File: src/rtl/masked_mem_rf_pkg.sv
// Shared types and helpers for the masked memory register file.
package masked_mem_rf_pkg;

    typedef enum logic [0:0] {S_RUN, S_CLEAR} state_e;

    // Widest word merge_mask can handle; callers cast to and from their own width.
    localparam int unsigned MERGE_W = 256;

    function automatic logic [MERGE_W-1:0] merge_mask(input logic [MERGE_W-1:0] old_word,
                                                      input logic [MERGE_W-1:0] data,
                                                      input logic [MERGE_W-1:0] mask);
        return (old_word & ~mask) | (data & mask);
    endfunction

endpackage

File: src/rtl/masked_mem_rf_clear_seq.sv
// Clear sequencer: walks every entry writing zero after reset or on a clear request.
module masked_mem_rf_clear_seq
    import masked_mem_rf_pkg::*;
#(
    parameter int unsigned DEPTH          = 4,
    parameter bit          CLEAR_ON_RESET = 1'b1,
    localparam int unsigned ADDR_W        = $clog2(DEPTH)
) (
    input  logic              clk,
    input  logic              rst,
    input  logic              clear,
    output logic              clr_we,
    output logic [ADDR_W-1:0] clr_addr,
    output logic              init_busy
);

    localparam logic [ADDR_W-1:0] LAST = ADDR_W'(DEPTH - 1);

    state_e            state_q;
    logic [ADDR_W-1:0] clr_cnt_q;

    always_ff @(posedge clk) begin
        if (rst) begin
            state_q   <= CLEAR_ON_RESET ? S_CLEAR : S_RUN;
            clr_cnt_q <= '0;
        end else begin
            unique case (state_q)
                S_CLEAR: begin
                    if (clr_cnt_q == LAST) begin
                        state_q   <= S_RUN;
                        clr_cnt_q <= '0;
                    end else begin
                        clr_cnt_q <= clr_cnt_q + ADDR_W'(1);
                    end
                end
                S_RUN: begin
                    if (clear) begin
                        state_q   <= S_CLEAR;
                        clr_cnt_q <= '0;
                    end
                end
                default: state_q <= S_RUN;
            endcase
        end
    end

    assign init_busy = (state_q == S_CLEAR);
    assign clr_we    = init_busy;
    assign clr_addr  = clr_cnt_q;

endmodule

File: src/rtl/masked_mem_rf.sv
// Parametrised memory with per-bit write masks, registered read and optional write bypass.
module masked_mem_rf
    import masked_mem_rf_pkg::*;
#(
    parameter int unsigned WIDTH          = 8,
    parameter int unsigned DEPTH          = 4,
    parameter bit          BYPASS         = 1'b1,
    parameter bit          CLEAR_ON_RESET = 1'b1,
    localparam int unsigned ADDR_W        = $clog2(DEPTH)
) (
    input  logic              clk,
    input  logic              rst,
    input  logic              clear,
    input  logic              wr_en,
    input  logic [ADDR_W-1:0] wr_addr,
    input  logic [WIDTH-1:0]  wr_data,
    input  logic [WIDTH-1:0]  wr_mask,
    input  logic              rd_en,
    input  logic [ADDR_W-1:0] rd_addr,
    output logic [WIDTH-1:0]  rd_data,
    output logic              rd_valid,
    output logic              init_busy
);

    logic [WIDTH-1:0]  mem_q [DEPTH];
    logic              clr_we;
    logic [ADDR_W-1:0] clr_addr;
    logic              run;
    logic              wr_ok;
    logic              rd_ok;
    logic              wr_go;
    logic              rd_go;
    logic [WIDTH-1:0]  wr_word;
    logic [WIDTH-1:0]  rd_word;

    masked_mem_rf_clear_seq #(
        .DEPTH          (DEPTH),
        .CLEAR_ON_RESET (CLEAR_ON_RESET)
    ) u_clear_seq (
        .clk       (clk),
        .rst       (rst),
        .clear     (clear),
        .clr_we    (clr_we),
        .clr_addr  (clr_addr),
        .init_busy (init_busy)
    );

    // Addresses past DEPTH exist only when DEPTH is not a power of two.
    assign run   = !init_busy && !rst;
    assign wr_ok = 32'(wr_addr) < DEPTH;
    assign rd_ok = 32'(rd_addr) < DEPTH;
    assign wr_go = run && wr_en && wr_ok;
    assign rd_go = run && rd_en;

    assign wr_word = WIDTH'(merge_mask(MERGE_W'(mem_q[wr_addr]), MERGE_W'(wr_data),
                                       MERGE_W'(wr_mask)));

    always_comb begin
        rd_word = rd_ok ? mem_q[rd_addr] : '0;
        if (BYPASS && wr_go && (wr_addr == rd_addr)) begin
            rd_word = wr_word;
        end
    end

    always_ff @(posedge clk) begin
        if (clr_we) begin
            mem_q[clr_addr] <= '0;
        end else if (wr_go) begin
            mem_q[wr_addr] <= wr_word;
        end
    end

    always_ff @(posedge clk) begin
        if (rst) begin
            rd_data  <= '0;
            rd_valid <= 1'b0;
        end else begin
            rd_valid <= rd_go;
            if (rd_go) begin
                rd_data <= rd_word;
            end
        end
    end

endmodule

File: config.mk
export PLATFORM = sky130hd
export DESIGN_NAME = masked_mem_rf
export DESIGN_NICKNAME = d
export VERILOG_FILES = /design/src/rtl/masked_mem_rf_pkg.sv /design/src/rtl/masked_mem_rf_clear_seq.sv /design/src/rtl/masked_mem_rf.sv
export SDC_FILE = /design/constraint.sdc
export NUM_CORES = 1
export LEC_CHECK = 0
export BUFFER_PORTS_ARGS = -buffer_cell sky130_fd_sc_hd__buf_2
export CAP_MARGIN = 20
export CORE_ASPECT_RATIO = 0.6
export CORE_MARGIN = 1
export CORE_UTILIZATION = 45
export DETAILED_ROUTE_END_ITERATION = 7
export GPL_TIMING_DRIVEN = 0
export HOLD_SLACK_MARGIN = 0.05
export PLACE_DENSITY = 0.66
export SYNTH_ARGS = -nofsm -noshare
export SYNTH_HDL_FRONTEND = slang
export SYNTH_SLANG_ARGS = --single-unit
File: constraint.sdc
create_clock -name clk -period 2.5 [get_ports clk]
set_input_delay 0.5 -clock clk [delete_from_list [all_inputs] [get_ports clk]]
set_output_delay 0.5 -clock clk [all_outputs]
set_load 0.005 [all_outputs]
==> impl_results.md <==
* Setup ws final at 258 ps
* Slew headroom at 42.0%
* Global route overflow at 0
* Metal2 WL at 2400 µm
* Net Sw Frac at 24.3%
* Final ANT Viol Nets at 0
* Critical-path top delay cell: o32ai_2
* CTS tree: yes
* Synthesized flop and latch total at 44
* Core Region at 4660 µm²
* DRT Pass-1 Iters at 5
* Combinational power share at 14.5%
* Hold Path Class: in2reg
* Sequential area share after synthesis at 54.1%
* Drt wl/cell at 19.3 µm
* Mapped Avg Cell Area at 13.2 µm²
* Synth warn at 0
* H-Tree Depth at 2
* Horiz. Die Dim at 92.6 µm
* Max Fclk at 446 MHz
* Antenna violations before repair at 0
* Largest net degree at the start of global routing at 14
* Crit path from: u_clear_seq.clr_we$_SDFF_PP1_
* Crit-path max FO at 10
* Met1 wire length at 2370 µm
* Iter 0 DRT Violations at 99
* Slew @ Worst Pin at 870 ps
* CP Capture Type: flop
* Dpl ws at -599 ps
* Critical Path AT at 2170 ps
* Die height at 56.4 µm
* Clock root buffer: clkbuf_8
* # diodes at 0
* Post-synth top area cell: edfxtp_1
* GRT Overall Usage at 21.7%
* IO Port Bufs at 33
* Vias in the first global route at 1538
* Avg Vias per Cell at 5.83
* Top cells by area, synth: edfxtp_1 43%, dfxtp_1 11%, mux4_2 8.1%, mux2_2 4.1%, mux2i_1 3.6%
* Crit path kind: reg2reg
* Switch Pwr at 0.401 mW
* CTS Buf Count at 5
* Max clock buf depth at 2
* Final Instance Area at 2600 µm²
* RSZ-0062 raised after global routing: no
* Core Rows at 19
* Area growth syn-to-layout at 17.1%
* Pint at 1.25 mW
* Worst Skew at 2.77 ps
* Top cell type's share of synthesized area at 43.3%
* Synth unique cells at 32
* GPL Wtd Cong at 0.869
* Sequential power share at 52.8%
* # IOs at 35
* Worst skew pair latency at 290 ps
* Dpl cell area at 2480 µm²
* Syn Std Cell Area at 2220 µm²
* Final Util at 55.8%
* Clock slew at reported path FFs at 80 ps
* Startpoint Class: flop
* Die Footprint at 5220 µm²
* DRC at 0
* # setup viols final at 0
* First-pass GRT wire length at 8140 µm
* Period minus WS final at 2240 ps
* Met3 wire len at 429 µm
* Final layout net count at 234
* Worst IR Drop VDD at 0.365 mV
* CP Cell Sequence: or3b_4 > clkbuf_1 > o32ai_2
* Hold Crit Start: rst
* Vias post-DR at 1585
* Max Used Layer: met4
* Pwr dens at 634 nW/µm²
* CTS hold repair buffers at 0
* Synthesized instance count at 168
* Worst R2R Start: u_clear_seq.clr_we$_SDFF_PP1_
* CTS sink cnt at 44
* Detailed-placement wirelength estimate at 3600 µm
* Hold Vio Cnt, Final at 0
* Leakage at 0.982 nW
* Clk pwr share at 32.7%
* Final Max Slew Viols at 0
* Status: complete, no violations
* Final wirelength at 5250 µm
* Layout cells sized above 1 at 34.9%
* Max-cap check violation count at 0
* Final worst path period share at 89.7%
* Synthesized net count at 194
* Worst Path Required at 2420 ps
* Starting Density at 47.6%
* Max incr delay on CP at 810 ps
[layout make-up]
class                      count  area (µm²)
buffer                         9        58.8
clock buffer                   6        72.6
clock inverter                 2        35.0
fill                         417        2060
inverter                      11        41.3
multi-input combinational    104         946
sequential                    44        1200
tap                           63        78.8
timing repair buffer          33         165
[logic make-up (layout without fill, tap and decap cells)]
| logic type | count (synthesis) | after routing | synth area share (%) |
|---|---|---|---|
| simple gates | 51 | 51 | 13.7 |
| flops | 44 | 44 | 54.1 |
| compound gates | 26 | 26 | 10.5 |
| mux | 24 | 24 | 15.8 |
| buf+inv | 20 | 61 | 4.46 |
| xor+xnor | 2 | 2 | 0.790 |
| fa+ha+maj | 1 | 1 | 0.564 |
[cell usage in the layout, fill, tap and decap left out, types with 2 or more instances in the layout]
cell      synthesis  layout
nor2_1           11      11
o32ai_2           0       2
clkbuf_8          0       5
o311ai_0          8       8
mux2i_1           8       8
mux4_2            8       8
xnor2_1           2       2
nand2_1          11      11
a21oi_1           3       3
nor3_1            3       3
buf_4             2       2
o22ai_2           0       2
clkbuf_1          4       4
buf_2             1      34
inv_1            11      11
dfxtp_1          12      12
buf_6             2       2
nand3b_1          8       8
mux2_2            8       8
or2b_1            2       2
edfxtp_1         32      32
and4bb_2          2       2
o221ai_1          8       8
nand2b_1          9       9
[worst paths after layout]
path                                          endpoint  slack (ps)  cells past startpoint
setup reg to reg                 mem_q[0][0]$_DFFE_PP_         260                      3
hold reg to reg                rd_data[0]$_SDFFE_PP0P_         460                      2
hold / removal    u_clear_seq.clr_addr[1]$_SDFFE_PP0P_         410                      2
setup / recovery                 mem_q[0][0]$_DFFE_PP_         260                      3
[state kept, by name, indices dropped and copies added (netlist names)]
signal	flops
u_clear_seq.clr_addr	2
rd_valid	1
mem_q	32
u_clear_seq.clr_we	1
rd_data	8
[power by group through the flow]
stage	logic, mW	registers [mW]	clock network (mW)
after floorplan	0.159	0.878	0
after global placement	0.222	0.884	0
after detailed placement	0.235	0.887	0
after CTS	0.240	0.871	0.544
after global routing	0.262	0.878	0.580
final	0.239	0.870	0.538
[through the flow]
step,hold slack (ps),setup TNS (ps),instances,power [mW]
global placement,439,-14490,264,1.11
floorplan,457,0,168,1.04
finish,408,0,272,1.65
CTS,404,0,272,1.65
global route,405,0,272,1.72
detailed placement,451,-10120,264,1.12
[what timing repair did]
| action | CTS | global route |
|---|---|---|
| gates resized for setup | 2 | 2 |
| setup buffers | 0 | 0 |
| endpoints found under the hold margin | 0 | 0 |
| setup endpoints to repair | 16 | 16 |
[worst max-delay path: cells and delay by family, from the launching register on]
kind	cells	cell delay [ps]
buf+inv	1	310
flops	1	350
compound gates	1	810
simple gates	1	400
[cell usage after synthesis]
library cell,instances
a211oi_2,1
nor2_1,11
mux2_2,8
mux2i_1,8
buf_6,2
dfxtp_1,12
o41ai_4,1
or2b_1,2
ha_1,1
buf_2,1
a21oi_1,3
or3b_4,1
nor3b_1,1
mux4_2,8
nand3b_1,8
edfxtp_1,32
nand4_1,1
o22ai_1,2
nand2_1,11
o221ai_1,8
a32oi_1,1
clkbuf_1,4
o32ai_1,2
and4bb_2,2
nand2b_1,9
o311ai_0,8
nor3_1,3
or2_2,1
buf_4,2
xnor2_1,2
nor3b_4,1
inv_1,11
[metal layers]
layer,global-route usage (%),up-vias
met5,0,-
met4,5.05,0
met3,4.88,6
met2,32.3,70
met1,32.5,774
li1,-,735
(Power assumes the default switching activity.)
